**config.mk**
```make
export PLATFORM = sky130hd
export DESIGN_NAME = control_fsm
export DESIGN_NICKNAME = d
export VERILOG_FILES = /design/src/rtl/cpu_pkg.sv /design/src/rtl/control_decode.sv /design/src/rtl/control_fsm.sv
export SDC_FILE = /design/constraint.sdc
export NUM_CORES = 1
export LEC_CHECK = 0
export ABC_AREA = 1
export CAP_MARGIN = 10
export CORE_MARGIN = 4
export CORE_UTILIZATION = 23
export CTS_BUF_LIST = sky130_fd_sc_hd__clkbuf_8
export DETAILED_ROUTE_END_ITERATION = 7
export GPL_TIMING_DRIVEN = 0
export HOLD_SLACK_MARGIN = 0.12
export PLACE_DENSITY = 0.71
export SETUP_SLACK_MARGIN = 0.02
export SKIP_LAST_GASP = 1
export SLEW_MARGIN = 20
export SYNTH_ARGS = -nofsm -noshare
export SYNTH_HDL_FRONTEND = slang
export SYNTH_SLANG_ARGS = --single-unit
```
**constraint.sdc**
```tcl
create_clock -name clk -period 1 [get_ports clk]
set_input_delay 0.15 -clock clk [delete_from_list [all_inputs] [get_ports clk]]
set_output_delay 0.15 -clock clk [all_outputs]
set_load 0.01 [all_outputs]
```
**src/rtl/cpu_pkg.sv**
```systemverilog
// Shared definitions for the 16-bit CPU: opcodes, ALU codes, PC source
// selects and the control FSM state encoding.
package cpu_pkg;

    // Instruction opcodes (instr[15:12])
    localparam logic [3:0] OP_ADD  = 4'h0;
    localparam logic [3:0] OP_SUB  = 4'h1;
    localparam logic [3:0] OP_AND  = 4'h2;
    localparam logic [3:0] OP_OR   = 4'h3;
    localparam logic [3:0] OP_XOR  = 4'h4;
    localparam logic [3:0] OP_SLT  = 4'h5;
    localparam logic [3:0] OP_ADDI = 4'h6;
    localparam logic [3:0] OP_LW   = 4'h7;
    localparam logic [3:0] OP_SW   = 4'h8;
    localparam logic [3:0] OP_BEQ  = 4'h9;
    localparam logic [3:0] OP_JMP  = 4'hA;
    localparam logic [3:0] OP_HALT = 4'hF;

    // ALU operation codes, shared with the ALU
    localparam logic [3:0] ALU_ADD = 4'd0;
    localparam logic [3:0] ALU_SUB = 4'd1;
    localparam logic [3:0] ALU_AND = 4'd2;
    localparam logic [3:0] ALU_OR  = 4'd3;
    localparam logic [3:0] ALU_XOR = 4'd4;
    localparam logic [3:0] ALU_SLT = 4'd5;

    // PC source selects
    localparam logic [1:0] PC_SRC_INC = 2'd0;
    localparam logic [1:0] PC_SRC_BR  = 2'd1;
    localparam logic [1:0] PC_SRC_JMP = 2'd2;

    // Control FSM states
    typedef enum logic [2:0] {
        ST_FETCH  = 3'd0,
        ST_DECODE = 3'd1,
        ST_EXEC   = 3'd2,
        ST_MEM    = 3'd3,
        ST_WB     = 3'd4,
        ST_HALT   = 3'd5
    } state_t;

endpackage

```
**src/rtl/control_decode.sv**
```systemverilog
// Opcode classifier: turns the 4-bit opcode into one-hot-ish class flags
// consumed by the control FSM.
module control_decode
    import cpu_pkg::*;
(
    input  logic [3:0] opcode,
    output logic       is_rtype,
    output logic       is_imm,
    output logic       is_load,
    output logic       is_store,
    output logic       is_branch,
    output logic       is_jump,
    output logic       is_halt,
    output logic       is_illegal
);

    // Classify the opcode; 0-5 are register-register ALU ops, B-E are undefined
    always_comb begin
        is_rtype   = (opcode <= OP_SLT);
        is_imm     = (opcode == OP_ADDI);
        is_load    = (opcode == OP_LW);
        is_store   = (opcode == OP_SW);
        is_branch  = (opcode == OP_BEQ);
        is_jump    = (opcode == OP_JMP);
        is_halt    = (opcode == OP_HALT);
        is_illegal = (opcode >= 4'hB) && (opcode <= 4'hE);
    end

endmodule

```
**src/rtl/control_fsm.sv**
```systemverilog
// Multi-cycle control unit: sequences fetch/decode/execute/memory/writeback
// and drives every datapath enable plus the ALU op and operand-B select.
module control_fsm
    import cpu_pkg::*;
(
    input  logic        clk,
    input  logic        rst,
    input  logic [15:0] instr,
    input  logic        zero,
    input  logic        mem_ready,
    output logic        mem_req,
    output logic        mem_we,
    output logic        iord,
    output logic        ir_load,
    output logic        pc_write,
    output logic [1:0]  pc_src,
    output logic [3:0]  alu_control,
    output logic        alu_src_b,
    output logic        reg_write,
    output logic        mem_to_reg,
    output logic        illegal,
    output logic        halted,
    output logic [2:0]  state
);

    state_t     state_q;
    state_t     state_d;
    logic [3:0] opcode;
    logic       is_rtype;
    logic       is_imm;
    logic       is_load;
    logic       is_store;
    logic       is_branch;
    logic       is_jump;
    logic       is_halt;
    logic       is_illegal;

    assign opcode = instr[15:12];

    control_decode u_decode (
        .opcode     (opcode),
        .is_rtype   (is_rtype),
        .is_imm     (is_imm),
        .is_load    (is_load),
        .is_store   (is_store),
        .is_branch  (is_branch),
        .is_jump    (is_jump),
        .is_halt    (is_halt),
        .is_illegal (is_illegal)
    );

    // State register; reset forces FETCH on the first edge with rst high
    always_ff @(posedge clk) begin
        if (rst) begin
            state_q <= ST_FETCH;
        end else begin
            state_q <= state_d;
        end
    end

    // Every output is held low during reset, including the debug state view
    assign state = rst ? 3'd0 : state_q;

    // Next-state and output decode; reset overrides all outputs so an
    // outstanding request is dropped in the same cycle rst rises
    always_comb begin
        state_d     = state_q;
        mem_req     = 1'b0;
        mem_we      = 1'b0;
        iord        = 1'b0;
        ir_load     = 1'b0;
        pc_write    = 1'b0;
        pc_src      = PC_SRC_INC;
        alu_control = ALU_ADD;
        alu_src_b   = 1'b0;
        reg_write   = 1'b0;
        mem_to_reg  = 1'b0;
        illegal     = 1'b0;
        halted      = 1'b0;

        case (state_q)
            ST_FETCH: begin
                mem_req = 1'b1;
                iord    = 1'b0;
                if (mem_ready) begin
                    ir_load  = 1'b1;
                    pc_write = 1'b1;
                    pc_src   = PC_SRC_INC;
                    state_d  = ST_DECODE;
                end
            end
            ST_DECODE: begin
                if (is_halt) begin
                    state_d = ST_HALT;
                end else if (is_jump) begin
                    pc_write = 1'b1;
                    pc_src   = PC_SRC_JMP;
                    state_d  = ST_FETCH;
                end else if (is_illegal) begin
                    illegal = 1'b1;
                    state_d = ST_FETCH;
                end else begin
                    state_d = ST_EXEC;
                end
            end
            ST_EXEC: begin
                if (is_rtype) begin
                    alu_control = opcode;
                    alu_src_b   = 1'b0;
                    state_d     = ST_WB;
                end else if (is_imm) begin
                    alu_control = ALU_ADD;
                    alu_src_b   = 1'b1;
                    state_d     = ST_WB;
                end else if (is_load || is_store) begin
                    alu_control = ALU_ADD;
                    alu_src_b   = 1'b1;
                    state_d     = ST_MEM;
                end else if (is_branch) begin
                    alu_control = ALU_SUB;
                    alu_src_b   = 1'b0;
                    pc_src      = PC_SRC_BR;
                    pc_write    = zero;
                    state_d     = ST_FETCH;
                end else begin
                    state_d = ST_FETCH;
                end
            end
            ST_MEM: begin
                alu_control = ALU_ADD;
                alu_src_b   = 1'b1;
                mem_req     = 1'b1;
                iord        = 1'b1;
                mem_we      = is_store;
                if (mem_ready) begin
                    state_d = is_store ? ST_FETCH : ST_WB;
                end
            end
            ST_WB: begin
                reg_write  = 1'b1;
                mem_to_reg = is_load;
                state_d    = ST_FETCH;
            end
            ST_HALT: begin
                halted = 1'b1;
            end
            default: begin
                state_d = ST_FETCH;
            end
        endcase

        if (rst) begin
            state_d     = ST_FETCH;
            mem_req     = 1'b0;
            mem_we      = 1'b0;
            iord        = 1'b0;
            ir_load     = 1'b0;
            pc_write    = 1'b0;
            pc_src      = PC_SRC_INC;
            alu_control = ALU_ADD;
            alu_src_b   = 1'b0;
            reg_write   = 1'b0;
            mem_to_reg  = 1'b0;
            illegal     = 1'b0;
            halted      = 1'b0;
        end
    end

endmodule

```
==> results of run 1 <==
==> layout by cell type, fill, tap and decap left out <==
master	Yosys	layout
sky130_fd_sc_hd__nor2_4	1	5
sky130_fd_sc_hd__a21oi_2	0	3
sky130_fd_sc_hd__dlygate4sd2_1	0	1
sky130_fd_sc_hd__inv_6	0	3
sky130_fd_sc_hd__clkdlybuf4s50_1	0	2
sky130_fd_sc_hd__buf_2	1	15
sky130_fd_sc_hd__inv_1	14	7
sky130_fd_sc_hd__nor2_2	3	5
sky130_fd_sc_hd__nor4_4	0	1
sky130_fd_sc_hd__nor3_4	0	2
sky130_fd_sc_hd__nand2_1	33	22
sky130_fd_sc_hd__nor3_2	0	1
sky130_fd_sc_hd__buf_4	1	12
sky130_fd_sc_hd__clkdlybuf4s15_1	0	1
sky130_fd_sc_hd__conb_1	1	1
sky130_fd_sc_hd__nor4_2	0	1
sky130_fd_sc_hd__nand3_1	10	5
sky130_fd_sc_hd__dfxtp_4	0	3
sky130_fd_sc_hd__nand2_4	0	3
sky130_fd_sc_hd__nand2_8	0	1
sky130_fd_sc_hd__a21oi_1	5	2
sky130_fd_sc_hd__inv_4	0	1
sky130_fd_sc_hd__buf_6	0	8
sky130_fd_sc_hd__o21ai_0	2	2
sky130_fd_sc_hd__nand3_2	0	4
sky130_fd_sc_hd__inv_2	3	7
sky130_fd_sc_hd__nand3_4	0	1
sky130_fd_sc_hd__nand2_2	0	7
sky130_fd_sc_hd__clkbuf_8	0	3
sky130_fd_sc_hd__clkbuf_2	0	2
sky130_fd_sc_hd__clkdlybuf4s15_2	0	2
sky130_fd_sc_hd__nor2_1	18	12
==> worst max path at each step <==
| stage | cells after the start | to | slack (ps) |
|---|---|---|---|
| 6_report | 8 | pc_write | -410 |
| 5_1_grt | 8 | pc_write | -470 |
| 4_1_cts | 8 | pc_write | -400 |
| 3_5_place_dp | 8 | pc_write | -1060 |
| 3_3_place_gp | 8 | pc_write | -1050 |
| 2_1_floorplan | 7 | pc_write | -70 |
==> per-layer routing <==
metal	track usage	vias to the layer above
met5	0	-
met4	0.08085	0
met3	0.02254	7
met2	0.2857	39
met1	0.1874	364
li1	-	399
==> where the power goes <==
| group | switching (mW) | total (mW) | internal, mW | leakage, nW |
|---|---|---|---|---|
| clock | 0.0719 | 0.333 | 0.261 | 0.0269 |
| sequential | 0.0775 | 0.238 | 0.161 | 0.0267 |
| combinational | 0.528 | 0.996 | 0.468 | 0.519 |
| total | 0.677 | 1.57 | 0.890 | 0.573 |
==> cell families (layout without fill, tap and decap cells) <==
| family | count (synthesis) | count (layout) | share of synthesized area |
|---|---|---|---|
| compound gates | 7 | 7 | 0.07387 |
| buf+inv | 19 | 64 | 0.1609 |
| flops | 3 | 3 | 0.1267 |
| other cells | 1 | 1 | 0.007908 |
| simple gates | 70 | 70 | 0.6306 |
==> area by class of cell <==
class / count / share of cell area
Multi-Input combinational cell: 78 / 0.4832
Inverter: 17 / 0.07532
Clock inverter: 1 / 0.003476
Clock buffer: 3 / 0.03824
Tap cell: 27 / 0.03129
Timing Repair Buffer: 41 / 0.2851
Buffer: 2 / 0.01738
Sequential cell: 3 / 0.06605
==> through the flow <==
stage / utilization / TNS (ps) / hold slack (ps)
final: 0.5504 / -5960 / 497.4
after global routing: 0.5504 / -7229 / 547.2
after CTS: 0.5102 / -5070 / 483.1
after detailed placement: 0.4337 / -16120 / 618.2
after global placement: 0.4337 / -15970 / 610.2
after floorplan: - / -315.3 / 322.9
==> what timing repair did <==
item	4_1_cts	5_1_grt
hold buffers	0	0
buffers inserted	11	7
resized for setup	112	17
pin swaps	18	18
setup endpoints to repair	21	21
==> worst min-delay path, delay by kind of cell <==
kind	cells	cell delay, ps
and+or+nand+nor	3	230
AOI/OAI and AO/OA	1	100
buffers and inverters	2	180
==> reports/qor.txt, run 1 <==
Area leader, netlist: sky130_fd_sc_hd__nand2_1
Avg Synthesized Cell Area: 4.742 um^2
Count of endpoints failing setup in the final report: 21
CP cell instances: inv_6, nand2_4, nor2_4, nand2_2, nand2_2, a21oi_1, nor2_1, buf_2
Share of flip-flops with an asynchronous set or reset: 0
Min-delay worst type: in2reg
Total routing resource utilization after global routing: 0.1623
Remaining number of nets flagged by the antenna check after routing: 0
Total nets after synthesis: 120
Worst vdd rail ir drop: 0.001276 V
Number of placement rows: 16
Detailed Route Iter0 Violations: 10
Number of cells produced by synthesis: 100
Clock Pin Slew Worst Setup and Hold Paths: 30 ps
Most flops, register: state_q
Number of cells traversed by the worst register-to-register path: 8
Top cell types by occurrence after synthesis: sky130_fd_sc_hd__nand2_1, sky130_fd_sc_hd__nor2_1, sky130_fd_sc_hd__inv_1
Total length of routed met3 wires: 149 um
Most prevalent standard cell on the critical path: sky130_fd_sc_hd__nand2_2
H-tree Lvls: 1
Result of the run: finished with violations
Y dimension of the die: 53.41 um
CP Max Fanout: 4
Wire length after detailed routing: 2.155 mm
Clock tree from TritonCTS: built
Final Total Pwr: 1.567 mW
End of the worst register-to-register path: state_q[0]
Area delta synth->final: 127.7%
Boundary pin count: 39
Period Utilization, post-route: 1.408
Final weighted congestion in routability-driven placement: 0.9136
Library cell with the highest instance count after synthesis: sky130_fd_sc_hd__nand2_1
Sum of net half-perimeters after detailed placement: 1.311 mm
Clock insertion delay at the later pin of the skew report: 210 ps
Initial core utilization: 0.2417
Final Hold Fails: 0
Root buffer selected by CTS: sky130_fd_sc_hd__clkbuf_8
Delay of the slowest critical-path stage: 370 ps
Number of buffers added by the clock tree synthesis step: 3
Number of iterations in the first detailed-routing pass: 4
Number of violations of the max-capacitance limit: 0
Max layer used: met4
Pin count of the biggest net entering global routing: 11
Placement-stage worst setup slack: -1061 ps
Routed vias/inst: 4.703
Hold depth: 6
Top area cells in the synthesized netlist: sky130_fd_sc_hd__nand2_1, sky130_fd_sc_hd__nor2_1, sky130_fd_sc_hd__dfxtp_1, sky130_fd_sc_hd__inv_1, sky130_fd_sc_hd__nand3_1
Via count of the routed design: 809
Critical path's top delay family: simple AND/OR/NAND/NOR gates
Post-synthesis instance area: 474.2 um^2
Clock tree skew after final layout: 1.477 ps
Cell variety after synth: 15
Slew Limit Fails: 0
Horizontal die dimension: 53.41 um
CP Buf/Inv Count: 2
Worst Setup End Kind: output port
Area of the die: 2852 um^2
Violated checks: setup timing
Clock period minus worst slack: 1408 ps
Number of sinks driven by the clock tree: 3
Startpoint of the worst hold path: instr[13]
Inserted Diodes: 0
Total cell area at the placement stage: 850.8 um^2
Floorplan core area: 1962 um^2
Number of global-route vias before repair: 771
Fraction of final layout cells sized beyond drive strength 1: 0.6207
Dominant register cell in the synthesized netlist: sky130_fd_sc_hd__dfxtp_1
Top achievable clock speed: 0.7100 GHz
Max FFs per register: 3
Longest Clk Path Bufs: 2
Port Buf Inserts: 25
Average wire per cell in the routed design: 12.53 um
Count of flip-flops with a built-in enable after synthesis: 0
Power density relative to cell area: 1451 nW/um^2
Area of the multi-input gates: 521.8 um^2
RSZ-0062 raised after global routing: true
CP max-delay cell: sky130_fd_sc_hd__dfxtp_4
Synthesis Warnings: 0
Placed Instances: 152
# DRC: 0
First element of the critical path: state_q[1]
Startpoint Class: register
Fillcell total: 209
Yosys reg bits: 3
Required @ worst endpoint: 850 ps
Final nets: 166
Reg2Reg Launch Point: state_q[1]
Area share of the largest cell type after synthesis: 0.2612
Biggest registers after layout: state_q x3
Met2 WL post-DR: 1.195 mm
First-pass GRT wire length: 3.367 mm
Worst EP arrival: 1260 ps
M1 wire length: 768 um
Worst hold endpoint: state_q[1]
Leftover overflow at the end of global routing: 0
Total area of sequential cells: 71.32 um^2
Smallest setup slack after layout: -408.5 ps
Number of antenna violations at the first check in global routing: 0
Worst setup slack for register-to-register paths: -200 ps
Sequential area share after synthesis: 0.1266
Worst Setup Path Type: reg2out
Static Leakage: 0.5728 nW
Final std cell area, no fill: 1080 um^2
Final standard cell count with taps included and fillers excluded: 172
Power figures use the tool's default switching activity.
==> run 2: changes to the inputs <==
- CTS_BUF_LIST: sky130_fd_sc_hd__clkbuf_8 -> sky130_fd_sc_hd__clkbuf_2
==> run 2 against run 1 <==
Net effect:
- the run still ends with setup timing left
- die area unchanged
- via count down 2.3%
- hold slack worse by 2.7 ps
- non-clock buffer count down 3
- worst setup slack better by 18 ps
- largest cell class unchanged
- critical path depth unchanged
- final cell count down 1.7%
- combinational power down 11%
- critical endpoint unchanged
- highest routed layer unchanged
==> reports/qor.txt, run 2 (synthesis results as in run 1) <==
CP cell instances: inv_6, nand2_4, nor2_4, nand2_2, nand2_2, a21oi_1, nor2_1, buf_2
Result of the run: finished with violations
Fillcell total: 215 (+2.9%)
Count of endpoints failing setup in the final report: 21 (unchanged)
Port Buf Inserts: 25 (unchanged)
H-tree Lvls: 1 (unchanged)
Worst setup slack for register-to-register paths: -120 ps (+80 ps)
Slew Limit Fails: 0 (unchanged)
Top achievable clock speed: 0.7192 GHz (+1.3%)
Number of violations of the max-capacitance limit: 0 (unchanged)
Static Leakage: 0.5443 nW (-5.0%)
Leftover overflow at the end of global routing: 0 (unchanged)
Number of cells traversed by the worst register-to-register path: 8 (unchanged)
Critical path's top delay family: simple AND/OR/NAND/NOR gates
Longest Clk Path Bufs: 2 (unchanged)
First-pass GRT wire length: 3.243 mm (-3.7%)
Detailed Route Iter0 Violations: 15 (+5)
Worst hold endpoint: state_q[1]
Commonest cells after routing, fill and taps aside: sky130_fd_sc_hd__nand2_1, sky130_fd_sc_hd__buf_2, sky130_fd_sc_hd__nor2_1
Met2 WL post-DR: 1.097 mm (-8.2%)
Final Total Pwr: 1.294 mW (-17%)
End of the worst register-to-register path: state_q[2]
Number of buffers added by the clock tree synthesis step: 3 (unchanged)
Clock tree skew after final layout: 1.540 ps (+0.06228 ps)
Inserted Diodes: 0 (unchanged)
Number of iterations in the first detailed-routing pass: 4 (unchanged)
Area of the multi-input gates: 513.0 um^2 (-1.7%)
Smallest setup slack after layout: -390.5 ps (+17.95 ps)
Power density relative to cell area: 1279 nW/um^2 (-12%)
Horizontal die dimension: 53.41 um (unchanged)
Average wire per cell in the routed design: 11.87 um (-5.3%)
Number of sinks driven by the clock tree: 3 (unchanged)
Number of antenna violations at the first check in global routing: 0 (unchanged)
Worst Setup Path Type: reg2out
CP Max Fanout: 4 (unchanged)
CP Buf/Inv Count: 2 (unchanged)
Root buffer selected by CTS: sky130_fd_sc_hd__clkbuf_2
Most prevalent standard cell on the critical path: sky130_fd_sc_hd__nand2_2
Final nets: 163 (-1.8%)
RSZ-0062 raised after global routing: true
Most common library cell in the layout ignoring fill and taps: sky130_fd_sc_hd__nand2_1
Quantity of hold-fixing buffers added after cts: 0 (unchanged)
# DRC: 0 (unchanged)
Max layer used: met4
Min-delay worst type: in2reg
Worst Setup End Kind: output port
Period Utilization, post-route: 1.391 (-0.01795)
Clock period minus worst slack: 1391 ps (-17.95 ps)
Delay of the slowest critical-path stage: 370 ps (about the same)
Violated checks: setup timing
Routed vias/inst: 4.675 (-0.62%)
Worst EP arrival: 1240 ps (-20 ps)
Clock tree from TritonCTS: built
Wire length after detailed routing: 2.006 mm (-6.9%)
Via count of the routed design: 790 (-2.3%)
Fraction of final layout cells sized beyond drive strength 1: 0.6127 (-0.008014)
Total area of sequential cells: 71.32 um^2 (unchanged)
CP max-delay cell: sky130_fd_sc_hd__dfxtp_4
Number of global-route vias before repair: 764 (-0.91%)
Biggest registers after layout: state_q x3
Required @ worst endpoint: 850 ps (about the same)
Total routing resource utilization after global routing: 0.1554 (-0.006957)
Initial core utilization: 0.2417 (unchanged)
Sum of net half-perimeters after detailed placement: 1.311 mm (unchanged)
Final Hold Fails: 0 (unchanged)
Reg2Reg Launch Point: state_q[0]
Area delta synth->final: 113.5%
Number of placement rows: 16 (unchanged)
Y dimension of the die: 53.41 um (unchanged)
Accumulated negative setup slack: -5327 ps (+633.5 ps)
Max FFs per register: 3 (unchanged)
Final weighted congestion in routability-driven placement: 0.9136 (unchanged)
Total length of routed met3 wires: 118 um (-21%)
Worst vdd rail ir drop: 0.0008665 V (-32%)
Clock insertion delay at the later pin of the skew report: 200 ps (about the same)
Boundary pin count: 39 (unchanged)
Pin count of the biggest net entering global routing: 11 (unchanged)
Area of the die: 2852 um^2 (unchanged)
Startpoint Class: register
Clock Pin Slew Worst Setup and Hold Paths: 40 ps (about the same)
Startpoint of the worst hold path: instr[15]
Remaining number of nets flagged by the antenna check after routing: 0 (unchanged)
M1 wire length: 757 um (-1.4%)
Most flops, register: state_q
Hold depth: 6 (unchanged)
Floorplan core area: 1962 um^2 (unchanged)
-- run 2: per-layer routing --
metal,vias to the layer above,global-route usage
li1,395,-
met1,357,0.1791
met2,34,0.2673
met3,4,0.02254
met4,0,0.08936
met5,-,0
-- run 2: cell type report --
class / instances / area share
timing repair buffer: 38 / 0.2732
sequential: 3 / 0.07046
tap: 27 / 0.03337
multi-input combinational: 78 / 0.5068
buffer: 2 / 0.01854
inverter: 17 / 0.07787
clock buffer: 4 / 0.01978
-- run 2: timing repair --
action                                  4_1_cts  5_1_grt
buffers inserted                              9        4
pin swaps                                    15        7
gates resized for setup                     107       18
endpoints found under the setup margin       21       21
-- run 2: worst reg2reg max path, stage by stage (launching register included) --
cell and delay, ps:
sky130_fd_sc_hd__dfxtp_4 400, sky130_fd_sc_hd__nand2_4 70, sky130_fd_sc_hd__nor2_4 130, sky130_fd_sc_hd__buf_6 120
sky130_fd_sc_hd__nand2_4 50, sky130_fd_sc_hd__nand3_2 80, sky130_fd_sc_hd__nor2_2 50, sky130_fd_sc_hd__nand2_1 70
sky130_fd_sc_hd__nand2_1 50
-- run 2: worst max path at each step --
stage | from | cells past startpoint | to
2_1_floorplan | state_q[1] | 7 | pc_write
3_3_place_gp | instr[15] | 8 | pc_write
3_5_place_dp | instr[15] | 8 | pc_write
4_1_cts | state_q[1] | 8 | pc_write
5_1_grt | state_q[0] | 8 | pc_write
6_report | state_q[1] | 8 | pc_write
-- run 2: metrics by stage --
| step | hold slack [ps] | setup WS [ps] | cells | instance area (um^2) | util |
|---|---|---|---|---|---|
| finish | 494.7 | -390.5 | 169 | 1012 | 0.5159 |
| global route | 528.2 | -484.6 | 169 | 1012 | 0.5159 |
| floorplan | 322.9 | -71.22 | 100 | 566.8 | - |
| CTS | 479.5 | -404.7 | 165 | 954.7 | 0.4866 |
| global placement | 610.2 | -1052 | 152 | 850.8 | 0.4337 |
| detailed placement | 618.2 | -1061 | 152 | 850.8 | 0.4337 |
-- run 2: power breakdown --
part	leakage [nW]	switching, mW	total, mW	internal [mW]
Clock	0.0166	0.0597	0.165	0.106
Sequential	0.0267	0.0774	0.238	0.161
Combinational	0.501	0.486	0.891	0.405
